==> src/rtl/fmadd_add_normalize.sv <==
// rtl/fmadd_add_normalize.sv - FMADD add/normalize stage with iterative 1-bit normalizer
module fmadd_add_normalize #(
   parameter int MAN = 22,
   parameter int EXP = 7
) (
   input  logic             clk,
   input  logic             rst,
   input  logic             in_valid,
   output logic             in_ready,
   input  logic [2*MAN+3:0] in_mantissa_a,
   input  logic [2*MAN+3:0] in_mantissa_b,
   input  logic [EXP:0]     in_exp,
   input  logic             in_guard,
   input  logic             in_round,
   input  logic             in_sticky,
   input  logic             in_sign,
   input  logic             in_eff_sub,
   input  logic             in_eff_add,
   output logic             out_valid,
   input  logic             out_ready,
   output logic [2*MAN+3:0] out_mantissa,
   output logic [EXP:0]     out_exp,
   output logic             out_guard,
   output logic             out_round,
   output logic             out_sticky,
   output logic             out_sign,
   output logic             out_zero,
   output logic             out_overflow
);

   localparam int RW    = 2*MAN+8;
   localparam int CARRY = RW-1;
   localparam int LEAD  = RW-2;

   typedef enum logic [1:0] {IDLE, ADD, NORM, DONE} state_t;

   state_t          state_q, state_d;
   logic [RW-1:0]   r_q, b_q;
   logic [EXP:0]    e_q;
   logic            st_q, sign_q, eff_add_q, eff_sub_q, zero_q, ovf_q;

   logic            r_is_zero, carry, lead, e_gt1, e_inc_max;
   logic [EXP:0]    e_inc;

   assign r_is_zero = (r_q == '0);
   assign carry     = r_q[CARRY];
   assign lead      = r_q[LEAD];
   assign e_inc     = e_q + 1'b1;
   assign e_inc_max = &e_inc;
   assign e_gt1     = (e_q > (EXP+1)'(1));

   always_ff @(posedge clk) begin
      if (rst) state_q <= IDLE;
      else     state_q <= state_d;
   end

   always_comb begin
      state_d = state_q;
      case (state_q)
         IDLE: if (in_valid) state_d = ADD;
         ADD:  state_d = NORM;
         NORM: begin
            if (r_is_zero)           state_d = DONE;
            else if (carry)          state_d = e_inc_max ? DONE : NORM;
            else if (!lead && e_gt1) state_d = NORM;
            else                     state_d = DONE;
         end
         DONE: if (out_ready) state_d = IDLE;
         default: state_d = IDLE;
      endcase
   end

   always_ff @(posedge clk) begin
      if (rst) begin
         r_q       <= '0;
         b_q       <= '0;
         e_q       <= '0;
         st_q      <= 1'b0;
         sign_q    <= 1'b0;
         eff_add_q <= 1'b0;
         eff_sub_q <= 1'b0;
         zero_q    <= 1'b0;
         ovf_q     <= 1'b0;
      end else begin
         case (state_q)
            IDLE: if (in_valid) begin
               // r_q holds A during ADD and becomes the working register afterwards
               r_q       <= {1'b0, in_mantissa_a, 3'b000};
               b_q       <= {1'b0, in_mantissa_b, in_guard, in_round, in_sticky};
               e_q       <= in_exp;
               sign_q    <= in_sign;
               eff_add_q <= in_eff_add;
               eff_sub_q <= in_eff_sub;
               st_q      <= 1'b0;
               zero_q    <= 1'b0;
               ovf_q     <= 1'b0;
            end
            ADD: begin
               if (eff_add_q)      r_q <= r_q + b_q;
               else if (eff_sub_q) r_q <= (r_q >= b_q) ? (r_q - b_q) : (b_q - r_q);
            end
            NORM: begin
               if (r_is_zero) begin
                  zero_q <= 1'b1;
                  e_q    <= '0;
                  sign_q <= 1'b0;
               end else if (carry) begin
                  r_q  <= r_q >> 1;
                  st_q <= st_q | r_q[0];
                  e_q  <= e_inc;
                  if (e_inc_max) ovf_q <= 1'b1;
               end else if (!lead) begin
                  if (e_gt1) begin
                     r_q <= r_q << 1;
                     e_q <= e_q - 1'b1;
                  end else begin
                     e_q <= '0;
                  end
               end
            end
            default: ;
         endcase
      end
   end

   // Result outputs are forced to zero outside DONE so idle/reset state is clean
   assign in_ready     = (state_q == IDLE);
   assign out_valid    = (state_q == DONE);
   assign out_mantissa = out_valid ? r_q[LEAD:3] : '0;
   assign out_exp      = out_valid ? e_q : '0;
   assign out_guard    = out_valid & r_q[2];
   assign out_round    = out_valid & r_q[1];
   assign out_sticky   = out_valid & (r_q[0] | st_q);
   assign out_sign     = out_valid & sign_q;
   assign out_zero     = out_valid & zero_q;
   assign out_overflow = out_valid & ovf_q;

endmodule

==> config.mk <==
export PLATFORM = sky130hd
export DESIGN_NAME = fmadd_add_normalize
export DESIGN_NICKNAME = d
export VERILOG_FILES = /design/src/rtl/fmadd_add_normalize.sv
export SDC_FILE = /design/constraint.sdc
export NUM_CORES = 1
export LEC_CHECK = 0
export CAP_MARGIN = 20
export CELL_PAD_IN_SITES_DETAIL_PLACEMENT = 0
export CELL_PAD_IN_SITES_GLOBAL_PLACEMENT = 1
export CORE_UTILIZATION = 42
export CTS_CLUSTER_DIAMETER = 60
export DETAILED_ROUTE_END_ITERATION = 8
export PLACE_DENSITY = 0.79
export SYNTH_ARGS = -nofsm -noshare
export SYNTH_HDL_FRONTEND = slang
export SYNTH_SLANG_ARGS = --single-unit
export TNS_END_PERCENT = 1
==> constraint.sdc <==
create_clock -name clk -period 4.2 [get_ports clk]
set_input_delay 0.84 -clock clk [delete_from_list [all_inputs] [get_ports clk]]
set_output_delay 0.84 -clock clk [all_outputs]
set_load 0.1 [all_outputs]
==> key figures <==
Hold path
  • Hold EP: eff_sub_q
  • Hold path start: eff_sub_q
  • Hold Path Stages: 2
  • Hold crit path type: flop to flop

STA
  • Clk_skew: 0.0150 ns
  • Tmin final: 4.06 ns
  • Final setup fails: 0
  • Fmax: 0.246 GHz
  • RSZ-0062 raised after global routing: true
  • Ratio of final minimum period to clock period: 96.7%
  • Hold_ws: ~0.46 ns
  • Worst slew pin tran: about 0.97 ns
  • Slew HR: 35.3%
  • Final Slew Violations: 0
  • Final hold violations: 0

Synthesis
  • Yosys warning total: 0
  • Yosys cell types: 90
  • Synth Net Count: 2635
  • Synth Register Bits: 119
  • EDFF count, synth: 0
  • Post-synth top flop: dfxtp_1
  • Syn avg cell area: 6.72 um2
  • Synth Instances: 2357
  • Seq/Total Area, Yosys: around 15%
  • Asr flop ratio synth: 0%
  • Mapped Area: 15800 um2

Pwr
  • PD cells: 920 nW/um2
  • Combinational power share: between 80% and 90%
  • Sequential share of power: 9.7%
  • Int Pwr: 7.70 mW
  • Leakage power: ~8.0 nW
  • Clock share of power: 8.2%
  • Peak VDD IR: 0.703 mV
  • Final total power: 18.0 mW
  • Sw Pwr: 10.3 mW
  • Sw Share: 57.3%

Layout
  • Layout cells sized above 1: 13.4%
  • Fillcell total: 3717
  • Multi-input logic area: 12200 um2
  • Reg area: 2380 um2
  • Final net count: 2875
  • Fin util: 53.1%
  • Area growth syn-to-layout: 23.7%
  • Antenna cells: 0

Setup path
  • Worst EP arrival: between 4 and 5 ns
  • Reg2reg setup slack: 0.14 ns
  • CP required: ~4.6 ns
  • CP max-delay cell: a21oi_1
  • Worst setup path start: r_q[0]
  • Worst r2r path cells: 13
  • Crit path largest cell delay: 0.45 ns
  • Crit path cell chain: ha_1 -> fa_1 -> nor2b_1 -> o221ai_1 -> a21oi_1 -> a21oi_1 -> o211ai_1 -> a311o_1 -> a2111oi_0 -> a211oi_1 -> xnor2_1 -> a221oi_1 -> o41ai_1
  • Worst setup SP type: flop
  • Reg2reg start: r_q[0]
  • Delay-heaviest family, CP: compound AO/OA/AOI/OAI gates
  • Reg2reg end: r_q[30]
  • Kind of critical path: flop to flop
  • Worst Path Buf+Inv: 0
  • CP max FO: 5
  • CP endpoint kind: flop
  • Most frequent CP cell: a21oi_1

Clock network
  • CTS Buffer Depth: 2
  • Sink Count: between 100 and 150
  • # H-tree levels: 4
  • CTS tree: done
  • Clk root buf: clkbuf_16
  • Clock input transition at the sequential cells of the worst setup and hold paths: about 0.070 ns
  • Postcts setup bufs: 0
  • Skew-Pair Late Insertion Delay: 0.47 ns
  • Inserted Clock Buffers: 17

Route
  • DRT Pass-1 Iters: 6
  • DR iter-0 viols: 2387
  • Post-DRT Antenna Nets: 0
  • Post-Route WL: 74800 um
  • Vias: 19600
  • Post-DR wirelength/cell: 24.0 um
  • Vias/cell: 6.29
  • Residual DRC: 0

Flow run
  • Max_cap viols: 0

Floorplan
  • Initial core utilization: a little over two fifths
  • Total die area: between 30000 and 40000 um2
  • Std cell rows: 70
  • Die height: a little under 200 um
  • I/O pins: 178
  • Die span in x: 196 um
  • Core area: 36900 um2

Global routing
  • GRT Residual Overflow: 0
  • Pin count of the biggest net entering global routing: 90
  • Total track usage: about two fifths
  • Initial antenna violation count: 0
  • First-pass GRT wire length: ~110000 um
  • Vias in the first global route: 18500

Place
  • RD Place Congestion: 1.00
  • HPWL after DPL: ~58000 um
  • I/O Buffers: around 180

Status
  • Status: completed
## per-layer routing
metal / GRT usage (%) / vias up / part of all wire (%) / wire length (um)
met5: 0 / - / 0 / 0
met4: 11.6 / 0 / 2.7 / 2010
met3: 6.05 / 125 / 9.5 / 7100
met2: 58.5 / 1113 / 43 / 32100
met1: 55.0 / 9385 / 45 / 33500
li1: - / 8977 / - / -
## worst reg2reg max path: cells and delay by family, from the launching register on
| kind | cells | cell delay [ns] |
|---|---|---|
| XOR/XNOR | 1 | 0.30 |
| flip-flops | 1 | 0.35 |
| AO/OA/AOI/OAI | 9 | 2.50 |
| adder cells (fa/ha/maj) | 2 | 0.63 |
| AND/OR/NAND/NOR | 1 | 0.16 |
## logic make-up (layout without fill, tap and decap cells)
family | after synthesis | in the layout | share of synthesized area, %
simple gates | 850 | 850 | 25.1
compound gates | 816 | 816 | 33.7
buf+inv | 329 | 582 | 8.44
fa+ha+maj | 164 | 164 | 13.1
flops | 119 | 119 | 15.0
xor+xnor | 49 | 49 | 2.71
mux | 30 | 30 | 1.96
## Yosys cell counts, drive strengths merged (12+ instances only)
cell type  count  area [um2]
clkbuf       103         387
nor3          50         255
dfxtp        119        2380
ha           161        2010
o41ai         26         250
a31oi         17         106
o32ai         12         105
o211ai        22         175
inv          171         642
nand4         43         275
nor2         176         663
xnor2         41         359
nand3         69         345
a21oi        295        1500
o21bai        43         323
buf           51         293
or3           16         100
mux2i         22         220
nand2b        15        93.8
o21ai        163         816
a221oi        36         328
nand2        320        1200
a211oi        24         193
and2          69         432
nor4          45         282
nor2b         23         144
a21o          22         165
o21a          23         173
o31ai         20         160
## registers in the layout (all words and copies together) (netlist names)
register / count
ovf_q: 1
e_q: 8
eff_add_q: 1
eff_sub_q: 1
zero_q: 1
st_q: 1
b_q: 51
sign_q: 1
r_q: 52
state_q: 2
## timing repair
item	in CTS	in global routing
gates resized for setup	0	13
hold buffers	0	0
endpoints found under the setup margin	0	14
hold endpoints to repair	0	0
## cells in the final DEF (no fill, tap or decap), types with 9 or more instances in the layout
cell type / count
buf_4: 256
ha_1: 157
nor4_1: 43
nor2_1: 174
nor3_1: 48
a21o_1: 22
nand2_1: 319
mux2i_1: 21
xnor2_1: 41
o32ai_1: 12
o211ai_1: 20
or3_1: 16
o21ai_0: 151
nand4_1: 42
o21a_1: 23
clkdlybuf4s50_1: 113
a221o_1: 9
dfxtp_1: 117
clkbuf_16: 17
inv_1: 170
o21ai_1: 11
nand3_1: 68
a211oi_1: 23
o31ai_1: 18
nand2b_1: 15
and2_1: 67
a221oi_1: 34
o41ai_1: 22
a31oi_1: 17
a21oi_1: 289
nor2b_1: 23
o21bai_1: 43
## how the worst max path moves through the flow
| stage | end | slack, ns | cells past startpoint |
|---|---|---|---|
| after floorplan | r_q[48] | 0.72 | 18 |
| after global placement | r_q[40] | 0.12 | 14 |
| after detailed placement | r_q[51] | 0.11 | 12 |
| after CTS | r_q[51] | 0.07 | 12 |
| after global routing | r_q[38] | -0.01 | 15 |
| final | r_q[30] | 0.14 | 13 |
## per-stage QoR
step	setup WS (ns)	instance area (um2)	std cells	setup TNS [ns]
after floorplan	0.722	15800	2357	0
after global placement	0.120	19000	3082	0
after detailed placement	0.106	19000	3082	0
after CTS	0.0700	19500	3114	0
after global routing	-0.0147	19600	3114	-0.0147
final	0.137	19600	3114	0
## layout make-up
type                            count  share of cell area (%)
Clock buffer                       21                    2.30
Timing Repair Buffer              375                    16.2
Tap cell                          504                    3.22
Sequential cell                   119                    12.2
Multi-Input combinational cell   1909                    62.2
Clock inverter                     11                   0.511
Inverter                          175                    3.35
## power groups by stage
stage / combinational, mW / sequential [mW] / clock (mW)
3_5_place_dp: 14.2 / 1.75 / 0
2_1_floorplan: 9.01 / 1.77 / 0
6_report: 14.8 / 1.74 / 1.47
4_1_cts: 14.3 / 1.73 / 1.49
5_1_grt: 15.7 / 1.78 / 1.52
3_3_place_gp: 14.3 / 1.74 / 0
No activity file was read; power rests on OpenSTA's default activity.
